--- config.mk ---
export PLATFORM = sky130hd
export DESIGN_NAME = spart_tx
export DESIGN_NICKNAME = d
export VERILOG_FILES = /design/src/rtl/spart_tx.sv
export SDC_FILE = /design/constraint.sdc
export NUM_CORES = 1
export LEC_CHECK = 0
export ABC_CLOCK_PERIOD_IN_PS = 3400
export BUFFER_PORTS_ARGS = -buffer_cell sky130_fd_sc_hd__buf_2
export CAP_MARGIN = 20
export CORE_UTILIZATION = 55
export CTS_BUF_LIST = sky130_fd_sc_hd__clkbuf_16
export DETAILED_ROUTE_END_ITERATION = 10
export PLACE_DENSITY = 0.74
export SETUP_SLACK_MARGIN = 0.3
export SYNTH_ARGS = -nofsm -noshare
export SYNTH_HDL_FRONTEND = slang
export SYNTH_SLANG_ARGS = --single-unit
--- constraint.sdc ---
create_clock -name clk -period 3.4 [get_ports clk]
set_input_delay 0.34 -clock clk [delete_from_list [all_inputs] [get_ports clk]]
set_output_delay 0.34 -clock clk [all_outputs]
set_load 0.05 [all_outputs]
--- src/rtl/spart_tx.sv ---
// SPART transmit stage: one-byte holding register feeding an 8N1 UART serialiser.
// Optional even-parity bit between data and stop when SPART_TX_PARITY_EN is defined.
module spart_tx #(
  parameter int unsigned BAUD_DIV = 434,
  parameter int unsigned CNT_W    = $clog2(BAUD_DIV)
) (
  input  logic       clk,
  input  logic       rst_n,
  input  logic       tx_write,
  input  logic [7:0] databus,
  output logic       tbr,
  output logic       tx_busy,
  output logic       txd
);

  localparam logic [CNT_W-1:0] CntLoad = CNT_W'(BAUD_DIV - 1);

  typedef enum logic [2:0] {StIdle, StStart, StData, StParity, StStop} state_e;

  state_e           state_q, state_d;
  logic [7:0]       hold_q, hold_d;
  logic             hold_full_q, hold_full_d;
  logic [7:0]       shift_q, shift_d;
  logic [CNT_W-1:0] cnt_q, cnt_d;
  logic [2:0]       bit_idx_q, bit_idx_d;
  logic             txd_q, txd_d;
  logic             busy_q, busy_d;
  logic             load;
  logic             bit_end;
`ifdef SPART_TX_PARITY_EN
  logic             parity_q, parity_d;
`endif

  assign bit_end = (cnt_q == '0);
  assign tbr     = ~hold_full_q;
  assign tx_busy = busy_q;
  assign txd     = txd_q;

  // State, holding/shift registers and registered line outputs.
  always_ff @(posedge clk or negedge rst_n) begin
    if (!rst_n) begin
      state_q     <= StIdle;
      hold_q      <= '0;
      hold_full_q <= 1'b0;
      shift_q     <= '0;
      cnt_q       <= '0;
      bit_idx_q   <= '0;
      txd_q       <= 1'b1;
      busy_q      <= 1'b0;
`ifdef SPART_TX_PARITY_EN
      parity_q    <= 1'b0;
`endif
    end else begin
      state_q     <= state_d;
      hold_q      <= hold_d;
      hold_full_q <= hold_full_d;
      shift_q     <= shift_d;
      cnt_q       <= cnt_d;
      bit_idx_q   <= bit_idx_d;
      txd_q       <= txd_d;
      busy_q      <= busy_d;
`ifdef SPART_TX_PARITY_EN
      parity_q    <= parity_d;
`endif
    end
  end

  // Next-state: write capture, baud counting, bit sequencing and hold->shift transfer.
  always_comb begin
    state_d     = state_q;
    hold_d      = hold_q;
    hold_full_d = hold_full_q;
    shift_d     = shift_q;
    cnt_d       = cnt_q;
    bit_idx_d   = bit_idx_q;
    load        = 1'b0;
`ifdef SPART_TX_PARITY_EN
    parity_d    = parity_q;
`endif

    // Writes while the holding register is full are silently dropped.
    if (tx_write && !hold_full_q) begin
      hold_d      = databus;
      hold_full_d = 1'b1;
    end

    unique case (state_q)
      StIdle: begin
        if (hold_full_q) load = 1'b1;
      end
      StStart: begin
        if (bit_end) begin
          state_d   = StData;
          cnt_d     = CntLoad;
          bit_idx_d = '0;
        end else begin
          cnt_d = cnt_q - CNT_W'(1);
        end
      end
      StData: begin
        if (bit_end) begin
          shift_d = {1'b0, shift_q[7:1]};
          cnt_d   = CntLoad;
          if (bit_idx_q == 3'd7) begin
`ifdef SPART_TX_PARITY_EN
            state_d = StParity;
`else
            state_d = StStop;
`endif
          end else begin
            bit_idx_d = bit_idx_q + 3'd1;
          end
        end else begin
          cnt_d = cnt_q - CNT_W'(1);
        end
      end
`ifdef SPART_TX_PARITY_EN
      StParity: begin
        if (bit_end) begin
          state_d = StStop;
          cnt_d   = CntLoad;
        end else begin
          cnt_d = cnt_q - CNT_W'(1);
        end
      end
`endif
      StStop: begin
        if (bit_end) begin
          // A pending byte starts immediately so back-to-back frames have no gap.
          if (hold_full_q) load = 1'b1;
          else             state_d = StIdle;
        end else begin
          cnt_d = cnt_q - CNT_W'(1);
        end
      end
      default: state_d = StIdle;
    endcase

    if (load) begin
      shift_d     = hold_q;
      hold_full_d = 1'b0;
      state_d     = StStart;
      cnt_d       = CntLoad;
      bit_idx_d   = '0;
`ifdef SPART_TX_PARITY_EN
      parity_d    = ^hold_q;
`endif
    end
  end

  // Line outputs are decoded from the next state so txd/tx_busy come straight from flops.
  always_comb begin
    txd_d  = 1'b1;
    busy_d = (state_d != StIdle);
    unique case (state_d)
      StIdle:   txd_d = 1'b1;
      StStart:  txd_d = 1'b0;
      StData:   txd_d = shift_d[0];
`ifdef SPART_TX_PARITY_EN
      StParity: txd_d = parity_d;
`endif
      StStop:   txd_d = 1'b1;
      default:  txd_d = 1'b1;
    endcase
  end

endmodule

==> impl_metrics.yaml <==
status:
  status: "finished clean"
setup_path:
  worstPathArrival_ps: 2500
  critPathLaunch: "cnt_q[0]"
  regToRegEndpoint: "bit_idx_q[0]"
  rr_worst_depth: 6
  crit_path_end_kind: "flip-flop"
  reg2reg_setup_slack_ps: 1060
  path_max_fanout: 5
  critical_path_class: "flip-flop to flip-flop"
  worstSetupStartpointType: "flip-flop"
  endpoint: "bit_idx_q[0]"
  reg2reg_from: "cnt_q[0]"
  cp.required_ps: 3560
power:
  combPwrFrac_pct: 28.5
  p_leak_uw: 0.000850
  vdd_drop_max_mv: 0.419
  p_per_area_nw_per_um2: 897
  internal_power_uw: 1240
  swShare_pct: 31.6
  clockPowerShare_pct: 31.9
  p_switching_uw: 572
  seqPwrFrac_pct: 39.6
  power_uw: 1810
synthesis:
  ys_warn_count: 0
  yosys_most_used_dff: "dfrtp_1"
  synth_area_um2: 1730
  synth_area_leaders: "dfrtp_1, mux2_2, a221o_1"
  yosysMostFrequentCell: "dfrtp_1"
  yosys.area_share.simple_pct: 18.2
  synth-xor-area-share_pct: 0
  synth_compound_area_share_pct: 17.6
  seq_area_frac_synth_pct: 49.2
  avgSynthCellArea_um2: 11.4
  synthCells: 152
  synthArstFlopShare_pct: 100
  muxShareOfSynthArea_pct: 9.62
  ys_ff_latch: 34
  synth_edf_count: 0
  netlist_top_cells_count: "dfrtp_1, mux2_2, nor2_1, inv_1, o22ai_1"
  synth_top_area_share_pct: 47.7
  synth_fa_ha_area_share_pct: 2.17
  syn-num-nets: 166
  synth_top_family_by_area: "simple AND/OR/NAND/NOR gates"
  synth.largest_area_cell: "dfrtp_1"
  synth_cell_type_count: 44
sta:
  slew_viol_final: 0
  fin_crit_sh_pct: 68.9
  skew_ps: 1.55
  max_slew.worst_pin.slew_ps: 793
  finalSetupTns_ps: 0
  fin_crit_ps: 2340
  fmax_ghz: 0.427
  final_hold_viol_count: 0
  relSlewSlack_pct: 47.0
  rsz0062_at_grt: "no"
  setup_viol: 0
floorplanning:
  dieArea_um2: 3370
  start_util_pct: 60.2
  dieHeight_um: 58.1
  coreArea_um2: 2880
  boundaryPins: 14
  dieWidth_um: 58.1
  rows: 19
global_routing:
  grt_max_degree: 35
  grt_pass1_vias: 1282
  globalRouteTotalUtil_pct: 24.5
  grt_pass1_wl_um: 6070
  overflow: 0
  antenna_found_initial: 0
cells_and_area:
  num_antenna_cells: 0
  drive_gt1_share_pct: 23.8
  syn2layout_area_growth_pct: 16.6
  multiInputGateArea_um2: 825
  num-fill-cells: 202
  final_nets: 181
  regArea_um2: 852
worst_hold_path:
  hold_path.class: "input port to async pin"
cts:
  clkSinkCount: 34
  clock-root-buffer: "clkbuf_16"
  clock_latency_ps: 280
  cts_resized: 0
  numCtsBuffers: 5
  clk_pin_slew_ps: 50
  htree_levels: 2
  cts_setup_buffers: 0
  holdBufCountCts: 0
  cts_tree: "yes"
  clockBufferDepth: 2
route:
  first_pass_iters: 4
  vias: 1280
  routed_wirelength_um: 3540
  wire_per_inst_um: 16.8
  ant_nets: 0
  drt_iter0_markers: 85
  via_per_inst: 6.10
  drc: 0
job:
  max-cap-violations: 0
placed_design:
  hpwl_um: 2480
  place_congestion: 0.839
  io_buffers: 13
## worst min path at each step
| stage | from | endpoint | slack (ps) | cells past startpoint |
|---|---|---|---|---|
| finish | rst_n | cnt_q[3] | 130 | 1 |
| global route | rst_n | cnt_q[4] | 210 | 1 |
| CTS | rst_n | cnt_q[4] | 160 | 1 |
| detailed placement | rst_n | cnt_q[5] | 450 | 1 |
| global placement | rst_n | tx_busy | 430 | 1 |
| floorplan | rst_n | bit_idx_q[0] | 40 | 0 |
## critical path, stage by stage (launching register included)
cell	delay, ps
dfrtp_1	390
inv_1	60
ha_1	210
nor4b_2	510
a21oi_1	270
a31oi_1	410
mux2_1	360
## placed cells by master, fill, tap and decap left out, types with 3 or more instances in the layout
cell type	instances
o22ai_1	7
nor2_1	9
o2bb2ai_1	3
nand2_1	6
a21oi_1	5
mux2_2	11
and2_1	5
a221o_1	6
clkbuf_16	5
buf_2	13
dfrtp_1	33
o22a_1	3
or3b_1	4
ha_1	3
nand2b_1	3
nand3_1	4
inv_1	7
o21ai_0	3
## power groups by stage
| stage | clock network, µW | logic [µW] | registers [µW] |
|---|---|---|---|
| 2_1_floorplan | 0 | 385 | 705 |
| 3_3_place_gp | 0 | 489 | 706 |
| 3_5_place_dp | 0 | 514 | 719 |
| 4_1_cts | 583 | 517 | 716 |
| 5_1_grt | 597 | 567 | 739 |
| 6_report | 576 | 516 | 716 |
## per-layer routing
layer | global-route usage [%] | part of all wire (%) | vias to the layer above
met5 | 0 | 0 | -
li1 | - | - | 606
met4 | 10.5 | 1.5 | 0
met3 | 6.03 | 5.0 | 7
met1 | 32.1 | 45 | 627
met2 | 38.9 | 48 | 40
## area by class of cell
class | count | area share, %
Clock inverter | 3 | 3.16
Sequential cell | 34 | 42.2
Clock buffer | 5 | 6.20
Timing Repair Buffer | 14 | 3.60
Multi-Input combinational cell | 105 | 40.9
Inverter | 7 | 1.30
Tap cell | 42 | 2.61
## flip-flops by register name (all words and copies together), names as in the netlist
name         flops
bit_idx_q        3
cnt_q            9
hold_full_q      1
hold_q           8
shift_q          8
state_q          3
tx_busy          1
txd              1
## per-stage QoR
| stage | hold slack, ps | utilization, % | setup WS [ps] | cell area (µm²) | cells |
|---|---|---|---|---|---|
| after floorplan | 44.4 | - | 1430 | 1730 | 152 |
| after global placement | 434 | 63.5 | 1240 | 1830 | 202 |
| after detailed placement | 446 | 63.5 | 1130 | 1830 | 202 |
| after CTS | 156 | 70.1 | 1080 | 2020 | 210 |
| after global routing | 208 | 70.1 | 882 | 2020 | 210 |
| final | 127 | 70.1 | 1060 | 2020 | 210 |
## kinds of logic after synthesis
group	after synthesis
flip-flops	34
buffers and inverters	13
multiplexers	15
AND/OR/NAND/NOR	48
AO/OA/AOI/OAI	39
adder cells (fa/ha/maj)	3
(Power assumes the default switching activity.)
